`src/rtl/adaptive_box_filter_if.sv`:
```
// adaptive_box_filter_if: image ROM read port and middle RAM write port bundle
interface adaptive_box_filter_if #(
  parameter int WIDTH_BITS  = 8,
  parameter int HEIGHT_BITS = 8
);
  logic [WIDTH_BITS-1:0]  oImageCol;
  logic [HEIGHT_BITS-1:0] oImageRow;
  logic [7:0]             iImageData;
  logic [WIDTH_BITS-1:0]  oResultCol;
  logic [HEIGHT_BITS-1:0] oResultRow;
  logic [7:0]             oResultData;
  logic                   oResultWren;
  modport master (
    output oImageCol, oImageRow, oResultCol, oResultRow, oResultData, oResultWren,
    input  iImageData
  );
  modport slave (
    input  oImageCol, oImageRow, oResultCol, oResultRow, oResultData, oResultWren,
    output iImageData
  );
endinterface

```
`src/rtl/adaptive_box_filter.sv`:
```
// adaptive_box_filter: edge-clamped (2R+1)^2 box mean or adaptive threshold, ROM to RAM
module adaptive_box_filter #(
  parameter int         WIDTH_BITS  = 8,
  parameter int         HEIGHT_BITS = 8,
  parameter int         RADIUS      = 1,
  parameter logic [2:0] STATE_ID    = 3'd1
) (
  input  logic                  clock,
  input  logic                  not_reset,
  input  logic [2:0]            global_state,
  input  logic [4:0]            C,
  input  logic                  iMode,
  output logic                  finished,
  adaptive_box_filter_if.master bus
);
  localparam int N     = (2 * RADIUS + 1) * (2 * RADIUS + 1);
  localparam int SUM_W = 8 + $clog2(N);
  localparam int RECIP = (65536 + N - 1) / N;
  localparam logic [2:0] DMAX = 3'(2 * RADIUS);
  localparam logic [2:0] CI   = 3'(RADIUS + 1);
  localparam logic [2:0] CJ   = 3'(RADIUS);

  typedef enum logic [2:0] {IDLE, READ, DRAIN, WRITE, DONE} state_t;

  state_t                 state_q, state_d;
  logic [WIDTH_BITS-1:0]  x_q, x_d, col_q, col_d;
  logic [HEIGHT_BITS-1:0] y_q, y_d, row_q, row_d;
  logic [2:0]             i_q, i_d, j_q, j_d;
  logic [SUM_W-1:0]       acc_q, acc_d, sum_n;
  logic [7:0]             center_q, center_d, data_q, data_d, mean;
  logic [4:0]             c_q, c_d;
  logic                   mode_q, mode_d, wren_q, wren_d, fin_q, fin_d, en, hit;
  logic [SUM_W+15:0]      prod;
  logic signed [9:0]      bound;

  function automatic int clampi(input int v, input int hi);
    return v < 0 ? 0 : (v > hi ? hi : v);
  endfunction

  assign en    = global_state == STATE_ID;
  assign sum_n = acc_q + SUM_W'(bus.iImageData);
  assign prod  = (SUM_W+16)'(sum_n) * (SUM_W+16)'(RECIP);
  assign mean  = prod[23:16];
  assign bound = $signed({2'b00, mean}) - $signed({5'b00000, c_q});
  assign hit   = $signed({2'b00, center_q}) > bound;

  // The window counters (i, j) always hold the sample whose address is on the bus;
  // its data arrives one cycle later, hence the accumulate/capture offsets.
  always_comb begin
    state_d  = state_q;
    x_d      = x_q;
    y_d      = y_q;
    i_d      = i_q;
    j_d      = j_q;
    acc_d    = acc_q;
    center_d = center_q;
    mode_d   = mode_q;
    c_d      = c_q;
    data_d   = data_q;
    wren_d   = 1'b0;
    case (state_q)
      IDLE: if (en) begin
        state_d = READ;
        x_d     = '0;
        y_d     = '0;
        i_d     = '0;
        j_d     = '0;
        acc_d   = '0;
        mode_d  = iMode;
        c_d     = C;
      end
      READ: if (!en) state_d = IDLE;
      else begin
        if (|i_q || |j_q) acc_d = sum_n;
        if (i_q == CI && j_q == CJ) center_d = bus.iImageData;
        if (i_q == DMAX && j_q == DMAX) state_d = DRAIN;
        else begin
          i_d = i_q == DMAX ? 3'd0 : i_q + 3'd1;
          j_d = i_q == DMAX ? j_q + 3'd1 : j_q;
        end
      end
      DRAIN: if (!en) state_d = IDLE;
      else begin
        acc_d   = sum_n;
        state_d = WRITE;
        wren_d  = 1'b1;
        data_d  = mode_q ? (hit ? 8'hFF : 8'h00) : mean;
      end
      WRITE: if (!en) state_d = IDLE;
      else begin
        acc_d   = '0;
        i_d     = '0;
        j_d     = '0;
        x_d     = x_q + WIDTH_BITS'(1);
        y_d     = &x_q ? y_q + HEIGHT_BITS'(1) : y_q;
        state_d = (&x_q && &y_q) ? DONE : READ;
      end
      DONE: if (!en) state_d = IDLE;
      default: state_d = IDLE;
    endcase
    fin_d = state_d == DONE;
    col_d = WIDTH_BITS'(clampi(int'(x_d) + int'(i_d) - RADIUS, (1 << WIDTH_BITS) - 1));
    row_d = HEIGHT_BITS'(clampi(int'(y_d) + int'(j_d) - RADIUS, (1 << HEIGHT_BITS) - 1));
  end

  always_ff @(posedge clock or negedge not_reset) begin
    if (!not_reset) begin
      state_q  <= IDLE;
      x_q      <= '0;
      y_q      <= '0;
      i_q      <= '0;
      j_q      <= '0;
      acc_q    <= '0;
      center_q <= '0;
      mode_q   <= 1'b0;
      c_q      <= '0;
      col_q    <= '0;
      row_q    <= '0;
      data_q   <= '0;
      wren_q   <= 1'b0;
      fin_q    <= 1'b0;
    end else begin
      state_q  <= state_d;
      x_q      <= x_d;
      y_q      <= y_d;
      i_q      <= i_d;
      j_q      <= j_d;
      acc_q    <= acc_d;
      center_q <= center_d;
      mode_q   <= mode_d;
      c_q      <= c_d;
      col_q    <= col_d;
      row_q    <= row_d;
      data_q   <= data_d;
      wren_q   <= wren_d;
      fin_q    <= fin_d;
    end
  end

  assign bus.oImageCol   = col_q;
  assign bus.oImageRow   = row_q;
  assign bus.oResultCol  = x_q;
  assign bus.oResultRow  = y_q;
  assign bus.oResultData = data_q;
  assign bus.oResultWren = wren_q;
  assign finished        = fin_q;
endmodule
```
`src/flat_wrapper.sv`:
```
// flat-port wrapper written by rule: the top's interface ports become plain ports
module adaptive_box_filter_flat 
#(
  parameter int         WIDTH_BITS  = 8,
  parameter int         HEIGHT_BITS = 8,
  parameter int         RADIUS      = 1,
  parameter logic [2:0] STATE_ID    = 3'd1
)
  (clock, not_reset, global_state, C, iMode, finished, bus_oImageCol, bus_oImageRow, bus_oResultCol, bus_oResultRow, bus_oResultData, bus_oResultWren, bus_iImageData);
  adaptive_box_filter_if #(.WIDTH_BITS(WIDTH_BITS), .HEIGHT_BITS(HEIGHT_BITS)) bus_i ();
  input  logic clock;
  input  logic not_reset;
  input  logic [2:0] global_state;
  input  logic [4:0] C;
  input  logic iMode;
  output logic finished;
  output wire logic [$bits(bus_i.oImageCol)-1:0] bus_oImageCol;
  output wire logic [$bits(bus_i.oImageRow)-1:0] bus_oImageRow;
  output wire logic [$bits(bus_i.oResultCol)-1:0] bus_oResultCol;
  output wire logic [$bits(bus_i.oResultRow)-1:0] bus_oResultRow;
  output wire logic [$bits(bus_i.oResultData)-1:0] bus_oResultData;
  output wire logic [$bits(bus_i.oResultWren)-1:0] bus_oResultWren;
  input wire logic [$bits(bus_i.iImageData)-1:0] bus_iImageData;
  assign bus_oImageCol = bus_i.oImageCol;
  assign bus_oImageRow = bus_i.oImageRow;
  assign bus_oResultCol = bus_i.oResultCol;
  assign bus_oResultRow = bus_i.oResultRow;
  assign bus_oResultData = bus_i.oResultData;
  assign bus_oResultWren = bus_i.oResultWren;
  assign bus_i.iImageData = bus_iImageData;
  adaptive_box_filter #(.WIDTH_BITS(WIDTH_BITS), .HEIGHT_BITS(HEIGHT_BITS), .RADIUS(RADIUS), .STATE_ID(STATE_ID)) u_core (.clock(clock), .not_reset(not_reset), .global_state(global_state), .C(C), .iMode(iMode), .finished(finished), .bus(bus_i));
endmodule
```
`config.mk`:
```
export PLATFORM = sky130hd
export DESIGN_NAME = adaptive_box_filter_flat
export DESIGN_NICKNAME = d
export VERILOG_FILES = /design/src/rtl/adaptive_box_filter_if.sv /design/src/rtl/adaptive_box_filter.sv /design/src/flat_wrapper.sv
export SDC_FILE = /design/constraint.sdc
export NUM_CORES = 1
export LEC_CHECK = 0
export ABC_AREA = 1
export CORE_ASPECT_RATIO = 0.75
export CORE_MARGIN = 2
export CORE_UTILIZATION = 35
export CTS_CLUSTER_DIAMETER = 150
export CTS_CLUSTER_SIZE = 40
export DETAILED_ROUTE_END_ITERATION = 12
export SYNTH_ARGS = -nofsm -noshare
export SYNTH_HDL_FRONTEND = slang
export SYNTH_SLANG_ARGS = --single-unit
```
`constraint.sdc`:
```
create_clock -name clock -period 12.64 [get_ports clock]
set_clock_uncertainty 0.2 [all_clocks]
set_input_delay 1.264 -clock clock [delete_from_list [all_inputs] [get_ports clock]]
set_output_delay 1.264 -clock clock [all_outputs]
set_load 0.005 [all_outputs]
```
==> flow_summary.rst <==
.. list-table::
   :header-rows: 1

   * - Metric
     - Value
   * - Run status
     - finished clean
   * - First-iteration detailed-routing DRC count
     - 373
   * - Total placed instance area
     - approximately 0.008 sq mm
   * - Number of antenna violations at the first check in global routing
     - 1
   * - Via count of the first global-routing pass
     - 5,578
   * - Cts-stage hold buffer count
     - 0
   * - Drc violations
     - 0
   * - Largest area contributor in the netlist
     - dfrtp_1
   * - Aggregate negative setup slack
     - 0 ns
   * - Cell type with the highest occurrence count on the critical path
     - nand2_1
   * - Net Count, Synth
     - roughly 1,100
   * - Max-Cap Viols
     - 0
   * - Clock latency on the worst-skew pair
     - 0.33 ns
   * - DR vias
     - 5,795
   * - Chip height
     - roughly 130 microns
   * - Beginning of the worst register-to-register path
     - u_core.acc_q[0]
   * - Setup crit start kind
     - input port
   * - Detail-routed via count per cell
     - 4.708
   * - Worst setup EP type
     - register
   * - Logic depth of the worst register-to-register path
     - 45
   * - Commonest non-fill, non-tap cells in the layout
     - inv_1 (189), nand2_1 (143), ha_1 (121)
   * - CTS Sinks
     - slightly below 80
   * - Destination of the worst register-to-register timing path
     - u_core.bus.oResultData[7]
   * - Most used flip-flop cell after synthesis
     - dfrtp_1
   * - WHS Path Cells
     - 2
   * - Final critical-path setup slack
     - 3.258 ns
   * - Remaining number of nets flagged by the antenna check after routing
     - 0
   * - Warnings from Yosys
     - 0
   * - Max-slew headroom at the worst pin
     - 45.20%
   * - Maximum count of clock buffers along a single path
     - 2
   * - Core utilization of the finished layout
     - 41.54%
   * - Number of nets in the layout
     - between 1,000 and 1,500
   * - Worst endpoint data arrival time
     - 9.43 ns
   * - Top cell type's share of synthesized area
     - between 20% and 30%
   * - Leftover overflow at the end of global routing
     - 0
   * - Fraction of the cycle the final worst path needs
     - 74.23%
   * - H-Tree Level Count
     - 3
   * - RSZ-0062 raised after global routing
     - false
   * - Clock transition at the registers of the reported paths
     - 0.06 ns
   * - Layout Area Growth over Synthesis
     - 16.77%
   * - Die Width
     - 169.3 microns
   * - Final Max Slew Viols
     - 0
   * - Fraction of final layout cells with drive strength greater than 1
     - 4.317%
   * - Fill cell count
     - 2,045
   * - Routed WL
     - approximately 17 mm
   * - Internal reg-to-reg setup slack
     - roughly 4.3 ns
   * - Largest fanout on the critical path
     - 8
   * - Leading cell type in the layout, fill and taps excluded
     - inv_1
   * - Initial Utilization
     - 35.57%
   * - Number of distinct library cells after synthesis
     - 45
   * - Pin slew with the least headroom to its limit
     - 0.8220 ns
   * - Min cycle time layout
     - 9.382 ns
   * - Min-delay worst type
     - register to register
   * - Area of all placed cells without fillers
     - roughly 0.0084 sq mm
   * - Number of CTS-inserted buffers
     - 9
   * - Routed wirelength normalized by instance count
     - 13.69 microns
   * - Critical path required time
     - 12.69 ns
   * - TritonCTS clock tree
     - done
   * - Count of state elements after synthesis
     - between 70 and 80
   * - Final-report hold violation count
     - 0
   * - DPL Wire Length
     - 13.95 mm
   * - Source of the critical timing path
     - bus_iImageData[0]
   * - Pin count of the biggest net entering global routing
     - 63
   * - Number of instances resized during post-cts repair
     - 0
   * - Max stage delay cell, worst path
     - fa_1
   * - Die Area
     - ~0.022 sq mm
   * - Final setup viols
     - 0
   * - Post-Synthesis Cells
     - 899
   * - Post-placement worst setup slack
     - 3.045 ns
   * - Number of diodes
     - 0
   * - I/O Pins
     - 61
   * - Cell row count
     - 45
   * - Sequential cell area fraction in the yosys report
     - 26.87%
   * - First-pass GRT wire length
     - 28.79 mm
   * - Maximum achievable frequency
     - roughly 0.11 GHz
   * - Mapped cell area
     - roughly 0.0072 sq mm
   * - Total global-route track usage
     - 16.38%
   * - Setup Buffers After CTS
     - 0
   * - Classification of the worst setup path
     - input port to register
   * - Proportion of synthesized flip-flops having asynchronous set or reset
     - 100.0%
   * - Buffer cell driving the clock tree root
     - clkbuf_16
   * - Number of I/O port buffers
     - 60
   * - Final weighted congestion of routability-driven global placement
     - 0.9180
   * - CORE AREA
     - slightly above 0.02 sq mm
   * - Post-synth EDFFs
     - 0
   * - Critical path capture point
     - u_core.bus.oResultData[7]
   * - Cell types occupying the most area after synthesis
     - dfrtp_1 (27%), ha_1 (21%), inv_1 (9.9%)
   * - Synthesized area divided by synthesized cell count
     - around 8.0 sq um
   * - Number of detailed-route iterations in the first pass
     - 5
   * - Delay of the slowest cell on the worst path
     - between 0.5 and 0.6 ns
[logic make-up (layout without fill, tap and decap cells)]
kind of cell	Yosys count	after routing	share of synthesized area [%]
simple gates	269	269	16.14
flops	77	77	26.87
fa+ha+maj	143	143	27.26
xor+xnor	41	41	5.008
compound gates	166	166	13.24
mux	8	8	1.256
buf+inv	195	269	10.22
[worst min path at each step]
stage / startpoint / endpoint / slack, ns
2_1_floorplan: u_core.c_q[0] / u_core.c_q[0] / 0.25
3_3_place_gp: u_core.bus.oResultData[2] / u_core.bus.oResultData[2] / 0.32
3_5_place_dp: u_core.c_q[0] / u_core.c_q[0] / 0.31
4_1_cts: u_core.c_q[0] / u_core.c_q[0] / 0.33
5_1_grt: u_core.center_q[7] / u_core.center_q[7] / 0.38
6_report: u_core.c_q[0] / u_core.c_q[0] / 0.32
[metrics by stage]
step | hold WS, ns | std cells
floorplan | 0.2483 | 899
global placement | 0.3212 | 1215
detailed placement | 0.3077 | 1215
CTS | 0.3268 | 1231
global route | 0.3758 | 1231
finish | 0.3186 | 1231
[synth_stat cells, types with 2 or more instances]
library cell and instances:
a21o_1 7, a21oi_1 63, a31oi_1 5, and3_1 2, clkbuf_1 4, dfrtp_1 77
fa_1 22, ha_1 121, inv_1 189, mux2_2 8, nand2_1 143, nand2_2 2
nand3_1 40, nand4_1 2, nor2_1 58, nor3_1 10, nor3_4 2, nor4_1 2
o211ai_1 2, o21a_1 4, o21ai_0 49, o21ai_1 2, o21ai_2 4, o21bai_1 8
o22ai_1 13, o31ai_1 2, xnor2_1 11, xor2_1 30
[cell type report]
class | instances | area (sq um) | share of cell area [%]
Tap cell | 258 | 322.8 | 3.855
Clock buffer | 11 | 242.7 | 2.899
Timing Repair Buffer | 63 | 620.6 | 7.412
Sequential cell | 77 | 1927 | 23.01
Inverter | 190 | 713.2 | 8.518
Multi-Input combinational cell | 627 | 4511 | 53.87
Clock inverter | 5 | 36.28 | 0.4334
[layer usage]
layer | GRT usage [%] | share of wire (%) | vias to the layer above
met5 | 0 | 0 | -
li1 | - | - | 3063
met1 | 27.62 | 59 | 2611
met3 | 3.242 | 4.8 | 11
met2 | 21.13 | 35 | 110
met4 | 2.212 | 0.69 | 0
[sequential cells by signal (all words and copies together) (netlist names), 3 cells and up]
signal	cells
u_core.acc_q	12
u_core.bus.oImageCol	8
u_core.bus.oImageRow	8
u_core.bus.oResultCol	8
u_core.bus.oResultData	8
u_core.bus.oResultRow	8
u_core.c_q	5
u_core.center_q	8
u_core.i_q	3
u_core.j_q	3
u_core.state_q	3
[critical path, delay by kind of cell]
family | cells | cell delay, ns
AOI/OAI and AO/OA | 14 | 2.02
and+or+nand+nor | 13 | 1.09
adders and majority gates | 9 | 3.47
xor gates and xnor gates | 4 | 0.78
buffers and inverters | 6 | 0.79
Power is left out: the tool's default activity adds up to more than one toggle a clock period on the data nets, which glitch-free logic cannot reach.
